## config.mk

```make
export PLATFORM = sky130hd
export DESIGN_NAME = execute_unit
export DESIGN_NICKNAME = d
export VERILOG_FILES = /design/src/rtl/execute_unit.sv
export SDC_FILE = /design/constraint.sdc
export NUM_CORES = 1
export LEC_CHECK = 0
export ABC_AREA = 1
export CORE_AREA = 5 5 111 92
export CTS_BUF_LIST = sky130_fd_sc_hd__clkbuf_2
export DETAILED_ROUTE_END_ITERATION = 8
export DIE_AREA = 0 0 116 97
export HOLD_SLACK_MARGIN = 0.1
export PLACE_DENSITY = 0.87
export SLEW_MARGIN = 10
export SYNTH_ARGS = -nofsm -noshare
export SYNTH_HDL_FRONTEND = slang
export SYNTH_SLANG_ARGS = --single-unit
```

## constraint.sdc

```tcl
create_clock -name clock -period 1.6 [get_ports clock]
set_clock_uncertainty 0.2 [all_clocks]
set_input_delay 0.24 -clock clock [delete_from_list [all_inputs] [get_ports clock]]
set_output_delay 0.24 -clock clock [all_outputs]
set_load 0.05 [all_outputs]
```

## src/rtl/execute_unit.sv

```systemverilog
// Execute stage behind the 8x16 register file: single-cycle ALU plus an optional
// iterative shift-add multiplier (built only when MUL_EXEC_EN is defined).
module execute_unit #(
  parameter int WIDTH  = 16,
  parameter int ADDR_W = 3
) (
  input  logic              clock,
  input  logic              resetN,
  input  logic              inValid,
  output logic              inReady,
  input  logic [3:0]        opcode,
  input  logic [WIDTH-1:0]  operandA,
  input  logic [WIDTH-1:0]  operandB,
  input  logic [ADDR_W-1:0] destAddr,
  output logic              outValid,
  input  logic              outReady,
  output logic [WIDTH-1:0]  result,
  output logic [ADDR_W-1:0] resultAddr,
  output logic              writeEnable,
  output logic              zeroFlag,
  output logic              carryFlag,
  output logic              illegal
);

  localparam int SH_W = $clog2(WIDTH);

  localparam logic [3:0] OP_ADD  = 4'd0;
  localparam logic [3:0] OP_SUB  = 4'd1;
  localparam logic [3:0] OP_AND  = 4'd2;
  localparam logic [3:0] OP_OR   = 4'd3;
  localparam logic [3:0] OP_XOR  = 4'd4;
  localparam logic [3:0] OP_SHL  = 4'd5;
  localparam logic [3:0] OP_SHR  = 4'd6;
  localparam logic [3:0] OP_MOVB = 4'd8;

`ifdef MUL_EXEC_EN
  localparam logic [3:0] OP_MUL  = 4'd7;
  localparam int         CNT_W   = $clog2(WIDTH + 1);
  typedef enum logic [1:0] {S_IDLE = 2'd0, S_DONE = 2'd1, S_MULT = 2'd2} state_t;
`else
  typedef enum logic [1:0] {S_IDLE = 2'd0, S_DONE = 2'd1} state_t;
`endif

  state_t r_state, w_next, w_tgt;

  logic              r_run;
  logic [WIDTH-1:0]  r_result;
  logic [ADDR_W-1:0] r_addr;
  logic              r_carry;
  logic              r_illegal;

  logic              w_accept;
  logic [WIDTH-1:0]  w_res;
  logic              w_carry;
  logic              w_ill;
  logic [WIDTH:0]    w_sum;
  logic [WIDTH:0]    w_diff;
  logic [WIDTH:0]    w_shl;
  logic [WIDTH:0]    w_shr;
  logic [SH_W-1:0]   w_sh;

`ifdef MUL_EXEC_EN
  logic [2*WIDTH-1:0] r_acc;
  logic [2*WIDTH-1:0] r_mcand;
  logic [WIDTH-1:0]   r_mplier;
  logic [CNT_W-1:0]   r_cnt;
  logic               w_is_mul;
  assign w_is_mul = (opcode == OP_MUL);
  assign w_tgt    = w_is_mul ? S_MULT : S_DONE;
`else
  assign w_tgt    = S_DONE;
`endif

  // r_run holds inReady low until the first clock after reset release
  assign inReady     = r_run & ((r_state == S_IDLE) | ((r_state == S_DONE) & outReady));
  assign w_accept    = inValid & inReady;
  assign outValid    = (r_state == S_DONE);
  assign result      = r_result;
  assign resultAddr  = r_addr;
  assign carryFlag   = r_carry;
  assign illegal     = r_illegal;
  assign zeroFlag    = outValid & (r_result == '0);
  assign writeEnable = outValid & outReady & ~r_illegal;

  // Extra top/bottom bit captures the last bit shifted out as the carry
  assign w_sh   = operandB[SH_W-1:0];
  assign w_sum  = {1'b0, operandA} + {1'b0, operandB};
  assign w_diff = {1'b0, operandA} - {1'b0, operandB};
  assign w_shl  = {1'b0, operandA} << w_sh;
  assign w_shr  = {operandA, 1'b0} >> w_sh;

  always_comb begin
    w_res   = '0;
    w_carry = 1'b0;
    w_ill   = 1'b0;
    case (opcode)
      OP_ADD:  begin w_res = w_sum[WIDTH-1:0];  w_carry = w_sum[WIDTH];  end
      OP_SUB:  begin w_res = w_diff[WIDTH-1:0]; w_carry = w_diff[WIDTH]; end
      OP_AND:  w_res = operandA & operandB;
      OP_OR:   w_res = operandA | operandB;
      OP_XOR:  w_res = operandA ^ operandB;
      OP_SHL:  begin w_res = w_shl[WIDTH-1:0]; w_carry = w_shl[WIDTH]; end
      OP_SHR:  begin w_res = w_shr[WIDTH:1];   w_carry = w_shr[0];     end
      OP_MOVB: w_res = operandB;
`ifdef MUL_EXEC_EN
      OP_MUL:  w_res = '0;
`endif
      default: w_ill = 1'b1;
    endcase
  end

  always_ff @(posedge clock or negedge resetN) begin
    if (!resetN) r_state <= S_IDLE;
    else         r_state <= w_next;
  end

  always_comb begin
    w_next = r_state;
    case (r_state)
      S_IDLE: if (w_accept) w_next = w_tgt;
      S_DONE: begin
        if (outReady) w_next = w_accept ? w_tgt : S_IDLE;
      end
`ifdef MUL_EXEC_EN
      S_MULT: if (r_cnt == CNT_W'(WIDTH)) w_next = S_DONE;
`endif
      default: w_next = S_IDLE;
    endcase
  end

  always_ff @(posedge clock or negedge resetN) begin
    if (!resetN) begin
      r_run     <= 1'b0;
      r_result  <= '0;
      r_addr    <= '0;
      r_carry   <= 1'b0;
      r_illegal <= 1'b0;
`ifdef MUL_EXEC_EN
      r_acc     <= '0;
      r_mcand   <= '0;
      r_mplier  <= '0;
      r_cnt     <= '0;
`endif
    end else begin
      r_run <= 1'b1;
      if (w_accept) begin
        r_addr    <= destAddr;
        r_result  <= w_res;
        r_carry   <= w_carry;
        r_illegal <= w_ill;
`ifdef MUL_EXEC_EN
        if (w_is_mul) begin
          r_acc    <= '0;
          r_mcand  <= {{WIDTH{1'b0}}, operandA};
          r_mplier <= operandB;
          r_cnt    <= '0;
        end
`endif
      end
`ifdef MUL_EXEC_EN
      // WIDTH add/shift iterations, then one cycle to publish the product
      else if (r_state == S_MULT) begin
        if (r_cnt == CNT_W'(WIDTH)) begin
          r_result <= r_acc[WIDTH-1:0];
          r_carry  <= |r_acc[2*WIDTH-1:WIDTH];
        end else begin
          if (r_mplier[0]) r_acc <= r_acc + r_mcand;
          r_mcand  <= r_mcand << 1;
          r_mplier <= r_mplier >> 1;
          r_cnt    <= r_cnt + CNT_W'(1);
        end
      end
`endif
    end
  end

endmodule

```

==> metrics.txt, run 1 <==
status did not finish; stage reached global routing (5_1_grt); first error line in the log [ERROR GRT-0116] Global routing finished with congestion. Check the congestion regions in the DRC Viewer.; xor/xnor share of the synthesized area 0.005074; first-pass GRT wire length roughly 63,000 µm; root buf cell sky130_fd_sc_hd__clkbuf_2; Top FF cell, synth sky130_fd_sc_hd__dfrtp_1; overall die width 116 µm; clock tree buffer depth 2; Cell variety after synth 34; Initial Util 0.5805; Synth Area per Inst ~5.3 µm²; fraction of synthesized area in multiplexers 0; I/O pin cnt between 60 and 70; number of standard cells after synthesis 979; placed instance count 1,297; area share of and/or/nand/nor cells after synthesis 0.5016; via count of the first global-routing pass approximately 11,000; combinational family with the most area after synthesis simple AND/OR/NAND/NOR gates; area fraction of the dominant cell type after synthesis 0.2638; global-route congestion overflow total 43; synthesis warning total 0; GPL Wtd Cong about 1.1; fraction of registers with async set/reset 1.000; largest net degree at the start of global routing 39; number of synthesized flops with an enable pin 0; maximum level of the CTS H-tree 1; Total GRT Usage 0.7198; pre-CTS worst setup slack -1.198 ns; compound-gate portion of the synthesized area 0.1189; share of synthesized cell area in full adder, half adder and majority cells 0.1309; flip-flop and latch count after synthesis 23; most area-consuming cells after synthesis sky130_fd_sc_hd__nand2_1 26%, sky130_fd_sc_hd__nand3_1 13%, sky130_fd_sc_hd__ha_1 12%; number of buffers added by the clock tree synthesis step 3; Syn Nets between 1,000 and 1,500; half-perimeter wire length after detailed placement between 15,000 and 20,000 µm; Clock Sinks 23; number of placement rows 31; most area-hungry cell type in the Yosys netlist sky130_fd_sc_hd__nand2_1; fraction of the yosys area taken by sequential cells 0.1111; count of buffers from port buffering 67; die height 97 µm; Synth Cell Area around 5200 µm²
-- cell usage after synthesis (9+ instances only) --
library cell,count
sky130_fd_sc_hd__clkbuf_1,10
sky130_fd_sc_hd__a21oi_1,42
sky130_fd_sc_hd__o21ai_0,37
sky130_fd_sc_hd__ha_1,51
sky130_fd_sc_hd__nor2_1,77
sky130_fd_sc_hd__buf_2,20
sky130_fd_sc_hd__nand3_1,134
sky130_fd_sc_hd__nor3_1,9
sky130_fd_sc_hd__nand2_1,364
sky130_fd_sc_hd__o22ai_1,10
sky130_fd_sc_hd__dfrtp_1,23
sky130_fd_sc_hd__nand4_1,11
sky130_fd_sc_hd__inv_1,126
-- per-layer routing --
layer | overflow | track usage
met1 | 0 | 0.7249
met2 | 25 | 0.8594
met3 | 0 | 0.6045
met4 | 18 | 0.6896
met5 | 0 | 0.1952
-- what timing repair did --
action                                 4_1_cts
setup endpoints to repair                   21
buffers inserted                            37
endpoints found under the hold margin       23
pin swaps                                   94
hold buffers                                 1
gates resized for setup                    345
-- per-stage QoR --
step | hold slack (ns) | instance area, µm² | setup TNS (ns)
floorplan | -0.2556 | 5517 | -3.925
CTS | 0.1977 | 8663 | -1.465
global placement | 0.3255 | 7641 | -16.44
detailed placement | 0.3357 | 7641 | -19.01
-- cell families after synthesis --
logic type               Yosys count
XOR/XNOR                           3
other                              1
buffers and inverters            170
flip-flops                        23
adder cells (fa/ha/maj)           53
AO/OA/AOI/OAI                    112
AND/OR/NAND/NOR                  617
==> run 2, diff against run 1 <==
==> config.mk (replaced) <==
export PLATFORM = sky130hd
export DESIGN_NAME = execute_unit
export DESIGN_NICKNAME = d
export VERILOG_FILES = /design/src/rtl/execute_unit.sv
export SDC_FILE = /design/constraint.sdc
export NUM_CORES = 1
export LEC_CHECK = 0
export ABC_AREA = 1
export CORE_AREA = 5 5 120 122
export DETAILED_ROUTE_END_ITERATION = 8
export DIE_AREA = 0 0 125 127
export PLACE_DENSITY_LB_ADDON = 0.15
export SLEW_MARGIN = 10
export SYNTH_ARGS = -nofsm -noshare
export SYNTH_HDL_FRONTEND = slang
export SYNTH_SLANG_ARGS = --single-unit
==> metrics.txt, run 2 <==
antenna violations before repair 0; die height ~130 µm; Clock Sinks 23; Critical Path AT 1.93 ns; area fraction of the dominant cell type after synthesis 0.2638; detailed-router iteration count before antenna repair 5; via count of the first global-routing pass 7,842; list of most frequent post-synthesis cells 364 x sky130_fd_sc_hd__nand2_1, 134 x sky130_fd_sc_hd__nand3_1, 126 x sky130_fd_sc_hd__inv_1, 77 x sky130_fd_sc_hd__nor2_1, 51 x sky130_fd_sc_hd__ha_1; Fmax ~510 MHz; Synth Cell Area between 5000 and 6000 µm²; Total Power Consumption 5.088 mW; number of DRC violations after detailed-routing iteration 0 538; hold violation count in the final report 0; clock slew at reported path FFs roughly 0.070 ns; Initial Util 0.3958; number of standard cells after synthesis just under 1,000; number of synthesized flops with an enable pin 0; overall die width 125 µm; R2R cell count 8; Syn Nets 1,075; most area-hungry cell type in the Yosys netlist sky130_fd_sc_hd__nand2_1; clock tree from TritonCTS built; met2 usage 0.5331; half-perimeter wire length after detailed placement 18,870 µm; beginning of the worst register-to-register path r_state[0]$_DFFE_PN0P_; crit-path max FO 4; first-pass GRT wire length slightly below 40,000 µm; Total GRT Usage 0.3054; clock latency on the worst-skew pair ~0.26 ns; WL/cell 17.90 µm; fraction of layout instances using a drive strength above 1 0.5028; sum of negative setup slack -4.152 ns; post-route fraction of the period consumed by the critical path 1.229; placed instance count between 1,000 and 1,500; final antenna diode count 0; core area approximately 13,000 µm²; final worst-path setup slack -0.3663 ns; max reg flops 16; number of buffers added by the clock tree synthesis step 3; DRT antenna net count 0; Design Area, Final ~9800 µm²; worst hold margin ~0.13 ns; fraction of registers with async set/reset 1.000; Synth Area per Inst 5.290 µm²; GPL Wtd Cong just under 1; global-route congestion overflow total 0; Final setup viols 18; count of final max-slew check failures 0; final critical delay including setup and external delays around 2.0 ns; Critical Path Source Type input pin; via total after detailed routing between 7,000 and 8,000; violated checks setup timing; endpoint required time on the critical path between 1.5 and 2 ns; Top FF cell, synth sky130_fd_sc_hd__dfrtp_1; # Max-Cap Violations 0; most used standard cell by instance count after synthesis sky130_fd_sc_hd__nand2_1; CTS hold repair buffers 0; commonest cells after routing, fill and taps aside 282 x sky130_fd_sc_hd__nand2_1, 219 x sky130_fd_sc_hd__buf_4, 97 x sky130_fd_sc_hd__nand3_1; Hold Path Class input pin to async pin; synthesis warning total 0; Crit. End Element flip-flop; Via-to-Cell Ratio about 5.5; internal reg-to-reg setup slack approximately 0.090 ns; routing usage on met1 0.3817; root buf cell sky130_fd_sc_hd__clkbuf_16; flip-flop and latch count after synthesis 23; Cell variety after synth 34; critical path class input pin to flip-flop; maximum level of the CTS H-tree 1; number of placement rows between 40 and 50; most common cell after layout, fill and taps aside sky130_fd_sc_hd__nand2_1; largest net degree at the start of global routing 32; I/O pin cnt 68; Total Die Area 15,880 µm²; P per Cell Area 520.2 nW/µm²; pre-CTS worst setup slack -1.213 ns; Final Core Density 0.7476; Post-Route WL ~26,000 µm; setup repair after global routing missed its margin true; DP Area about 8000 µm²; Leak Pwr 4.988 nW; status complete, but fails checks; fraction of the yosys area taken by sequential cells 0.1111; most area-consuming cells after synthesis sky130_fd_sc_hd__nand2_1 26%, sky130_fd_sc_hd__nand3_1 13%, sky130_fd_sc_hd__ha_1 12%; clock tree buffer depth 2; count of buffers from port buffering 67; net count of the finished layout 1,368; met3 track demand over resource 0.04800; IR Drop Worst-Case VDD around 0.46 mV; DR DRC count 0; r2r endpoint result[4]$_DFFE_PN0P_; routing layer with the top usage in global route met2; Area Growth Syn to Fin 88.89%; fill cell instance count of the final layout 992; count of placed standard cells in the final layout, fillers left out about 1,400
[run 2: cell counts after synthesis]
No cell type changed its count.
[run 2: final cells by class]
type                       instances  area, µm²  share of cell area
sequential                        23      585.6             0.05986
clock inverter                     1      5.005           0.0005116
tap                              176      220.2             0.02251
inverter                         131      560.5             0.05730
multi-input combinational        786       5241              0.5358
timing repair buffer             327       3094              0.3163
clock buffer                       3      75.07            0.007675
[run 2: timing repair]
item,CTS,global route
gates resized for setup,450,114
buffers inserted,43,11
endpoints found under the hold margin,0,0
cloned,2,0
setup endpoints to repair,20,20
pin swaps,128,97
[run 2: cell families after synthesis]
group                      share of synthesized area
buffers and inverters                         0.1317
other                                      0.0007241
adders and majority gates                     0.1309
AOI/OAI and AO/OA                             0.1189
DFF                                           0.1111
and+or+nand+nor                               0.5016
xor gates and xnor gates                    0.005075
[run 2: power by group]
part | switching (mW) | leakage (nW) | internal (mW)
clock | 0.226 | 0.0409 | 0.337
combinational | 2.03 | 4.66 | 1.71
sequential | 0.110 | 0.287 | 0.679
[run 2: worst max-delay path by stage]
stage | endpoint | start | slack, ns
floorplan | zeroFlag | result[9]$_DFFE_PN0P_ | -0.40
global placement | result[2]$_DFFE_PN0P_ | operandB[0] | -1.17
detailed placement | result[2]$_DFFE_PN0P_ | operandB[0] | -1.21
CTS | zeroFlag | result[9]$_DFFE_PN0P_ | -0.38
global route | result[12]$_DFFE_PN0P_ | operandB[0] | -0.42
finish | result[8]$_DFFE_PN0P_ | operandB[0] | -0.37
[run 2: routing by layer]
layer | wire length [µm] | vias to the layer above | share of wire
li1 | - | 3709 | -
met1 | 10100 | 3709 | 0.39
met2 | 12370 | 395 | 0.48
met3 | 2099 | 123 | 0.081
met4 | 1340 | 0 | 0.052
met5 | 0 | - | 0
[run 2: worst max-delay path, cell delays in order]
cell,delay (ns)
sky130_fd_sc_hd__buf_8,0.09
sky130_fd_sc_hd__buf_6,0.12
sky130_fd_sc_hd__ha_4,0.15
sky130_fd_sc_hd__inv_4,0.04
sky130_fd_sc_hd__fa_2,0.40
sky130_fd_sc_hd__inv_2,0.11
sky130_fd_sc_hd__nand3_4,0.08
sky130_fd_sc_hd__nand3_4,0.09
sky130_fd_sc_hd__buf_12,0.12
sky130_fd_sc_hd__nand2_2,0.06
sky130_fd_sc_hd__nand3_2,0.07
sky130_fd_sc_hd__nand2_1,0.06
sky130_fd_sc_hd__nand3_2,0.06
sky130_fd_sc_hd__nand3_2,0.10
sky130_fd_sc_hd__nand2_1,0.08
sky130_fd_sc_hd__nand2_1,0.04
Note: power is estimated with default switching activity, not from simulation.
==> run 3, diff against run 2 <==
--- a/config.mk
+++ b/config.mk
@@ -9,6 +9,7 @@
 export CORE_AREA = 5 5 120 122
 export DETAILED_ROUTE_END_ITERATION = 8
 export DIE_AREA = 0 0 125 127
+export GPL_TIMING_DRIVEN = 0
 export PLACE_DENSITY_LB_ADDON = 0.15
 export SLEW_MARGIN = 10
 export SYNTH_ARGS = -nofsm -noshare
==> metrics.txt, run 3 (synthesis gave the netlist of run 2 again) <==
max reg flops 16; critical path class input pin to flip-flop; I/O pin cnt approximately 70; most used cell along the critical path sky130_fd_sc_hd__nand2_1; crit-path max FO 4; count of buffers from port buffering 67; count of final max-slew check failures 0; net count of the finished layout 1,200; Leak Pwr 4.059 nW; final worst-path setup slack -0.3790 ns; fraction of layout instances using a drive strength above 1 0.3744; half-perimeter wire length after detailed placement around 17,000 µm; violated checks hold timing, setup timing; Final setup viols 18; first-pass GRT wire length 35,360 µm; number of placement rows between 40 and 50; critical path's largest stage delay between 0.4 and 0.5 ns; DRT antenna net count 0; Post-Route WL between 20,000 and 25,000 µm; IR Drop Worst-Case VDD roughly 0.47 mV; Hold Path Class input pin to async pin; relative slew slack 0.2994; maximum level of the CTS H-tree 1; Critical path destination result[4]$_DFFE_PN0P_; final critical delay including setup and external delays between 1.5 and 2 ns; antenna violations before repair 0; Via-to-Cell Ratio between 5 and 6; Area Growth Syn to Fin 53.27%; Total GRT Usage 0.2759; clock latency on the worst-skew pair around 0.25 ns; Final Core Density 0.6066; die height 127 µm; slew of the pin with the lowest slew margin approximately 1.0 ns; Design Area, Final 7938 µm²; Clock Sinks 23; Fmax about 510 MHz; Critical Path Source Type input pin; final antenna diode count 0; number of buffers added by the clock tree synthesis step 3; via count of the first global-routing pass slightly below 7,000; hold violation count in the final report 23; Initial Util 0.3958; commonest cells after routing, fill and taps aside 296 x sky130_fd_sc_hd__nand2_1, 93 x sky130_fd_sc_hd__nand3_1, 87 x sky130_fd_sc_hd__inv_1; Cell Chain, Critical Path buf_6 -> inv_4 -> ha_4 -> inv_2 -> fa_2 -> nand2_2 -> nand3_4 -> o21ai_2 -> nand2_1 -> a21oi_2 -> nand2_1 -> nand2_1 -> nand2_1; DP Area approximately 6400 µm²; internal reg-to-reg setup slack about 0.11 ns; clock tree buffer depth 2; most common cell after layout, fill and taps aside sky130_fd_sc_hd__nand2_1; detailed-router iteration count before antenna repair 7; R2R cell count 8; Total Die Area roughly 16,000 µm²; Critical Path AT ~1.9 ns; r2r endpoint result[2]$_DFFE_PN0P_; Crit. End Element flip-flop; DR DRC count 0; number of DRC violations after detailed-routing iteration 0 506; setup repair after global routing missed its margin true; GPL Wtd Cong 0.9944; global-route congestion overflow total 0; via total after detailed routing 7,104; fill cell instance count of the final layout 1,299; root buf cell sky130_fd_sc_hd__clkbuf_16; pre-CTS worst setup slack -1.469 ns; endpoint required time on the critical path roughly 1.6 ns; beginning of the worst register-to-register path r_state[0]$_DFFE_PN0P_; worst hold margin -0.03829 ns; WL/cell 18.42 µm; status complete, but fails checks; clock tree from TritonCTS built; core area 13,090 µm²; post-route fraction of the period consumed by the critical path 1.237; largest net degree at the start of global routing 24; clock slew at reported path FFs 0.06 ns; # Max-Cap Violations 0; cell type of the slowest stage on the worst timing path sky130_fd_sc_hd__fa_2; overall die width approximately 130 µm; startpoint of the worst setup timing path operandA[0]; P per Cell Area ~520 nW/µm²
[run 3: cell types whose count changed in the layout (fill, tap and decap cells not counted), moves of 9 or more]
cell,change
sky130_fd_sc_hd__ha_2,-9
sky130_fd_sc_hd__buf_4,-162
sky130_fd_sc_hd__ha_1,+12
sky130_fd_sc_hd__buf_6,-27
sky130_fd_sc_hd__clkbuf_2,+14
sky130_fd_sc_hd__nand2_2,-10
sky130_fd_sc_hd__inv_2,-11
sky130_fd_sc_hd__inv_4,-9
sky130_fd_sc_hd__nand2_1,+14
sky130_fd_sc_hd__buf_2,+11
sky130_fd_sc_hd__inv_1,+19
sky130_fd_sc_hd__buf_12,-27
[run 3: how the worst min path moves through the flow]
stage | start | to | slack [ns] | depth (start not counted)
final | resetN | result[15]$_DFFE_PN0P_ | -0.04 | 1
after global routing | resetN | result[11]$_DFFE_PN0P_ | 0.07 | 1
after CTS | resultAddr[1]$_DFFE_PN0P_ | resultAddr[1]$_DFFE_PN0P_ | 0.28 | 2
after detailed placement | resultAddr[1]$_DFFE_PN0P_ | resultAddr[1]$_DFFE_PN0P_ | 0.27 | 2
after global placement | carryFlag$_DFFE_PN0P_ | carryFlag$_DFFE_PN0P_ | 0.27 | 2
after floorplan | resetN | carryFlag$_DFFE_PN0P_ | -0.26 | 0
[run 3: final cells by class]
type                       instances  area [µm²]  area share
clock inverter                     1       5.005   0.0006305
sequential                        23       585.6     0.07377
buffer                            34       395.4     0.04981
timing repair buffer             125        1033      0.1302
inverter                         131       546.8     0.06888
multi-input combinational        786        5076      0.6395
tap                              176       220.2     0.02774
clock buffer                       3       75.07    0.009458
[run 3: worst max-delay path: cells and delay by family]
kind | cells | cell delay, ns
adders and majority gates | 2 | 0.57
and+or+nand+nor | 6 | 0.54
AOI/OAI and AO/OA | 2 | 0.36
buffers and inverters | 3 | 0.22
[run 3: what timing repair did]
item	CTS	global route
hold buffers	0	0
pin swaps	98	78
endpoints found under the hold margin	0	0
resized for setup	442	135
buffers inserted	47	7
endpoints found under the setup margin	43	59
gates cloned	2	2
[run 3: per-stage QoR]
stage          power [mW]  setup TNS [ns]  hold WS (ns)  instances
2_1_floorplan       2.252          -3.925       -0.2556        979
3_5_place_dp        3.005          -29.14        0.2687       1222
6_report            4.150          -4.576      -0.03829       1279
5_1_grt             4.405          -5.835       0.06612       1279
3_3_place_gp        2.999          -28.73        0.2663       1222
4_1_cts             3.932          -4.162        0.2802       1271
[run 3: power breakdown]
part	switching [mW]	internal [mW]	leakage, nW
registers	0.0928	0.679	0.287
logic	1.83	1.01	3.73
clock network	0.202	0.336	0.0409
total	2.12	2.03	4.06
[run 3: layer usage]
metal  vias to the layer above  global-route usage  part of all wire  routed length, µm
met2                       355              0.4726              0.48              11300
li1                       3375                   -                 -                  -
met5                         -                   0                 0                  0
met1                      3300              0.3590              0.40               9336
met4                         0              0.1033             0.041                964
met3                        74             0.03088             0.083               1948
==> run 4, diff against run 3 <==
--- a/config.mk
+++ b/config.mk
@@ -7,9 +7,10 @@
 export LEC_CHECK = 0
 export ABC_AREA = 1
 export CORE_AREA = 5 5 120 122
+export CTS_CLUSTER_SIZE = 8
 export DETAILED_ROUTE_END_ITERATION = 8
 export DIE_AREA = 0 0 125 127
-export GPL_TIMING_DRIVEN = 0
+export GPL_TIMING_DRIVEN = 1
 export PLACE_DENSITY_LB_ADDON = 0.15
 export SLEW_MARGIN = 10
 export SYNTH_ARGS = -nofsm -noshare
==> results of run 4 <==
Same layout as run 2: the final DEF is identical, and so are final timing and power.
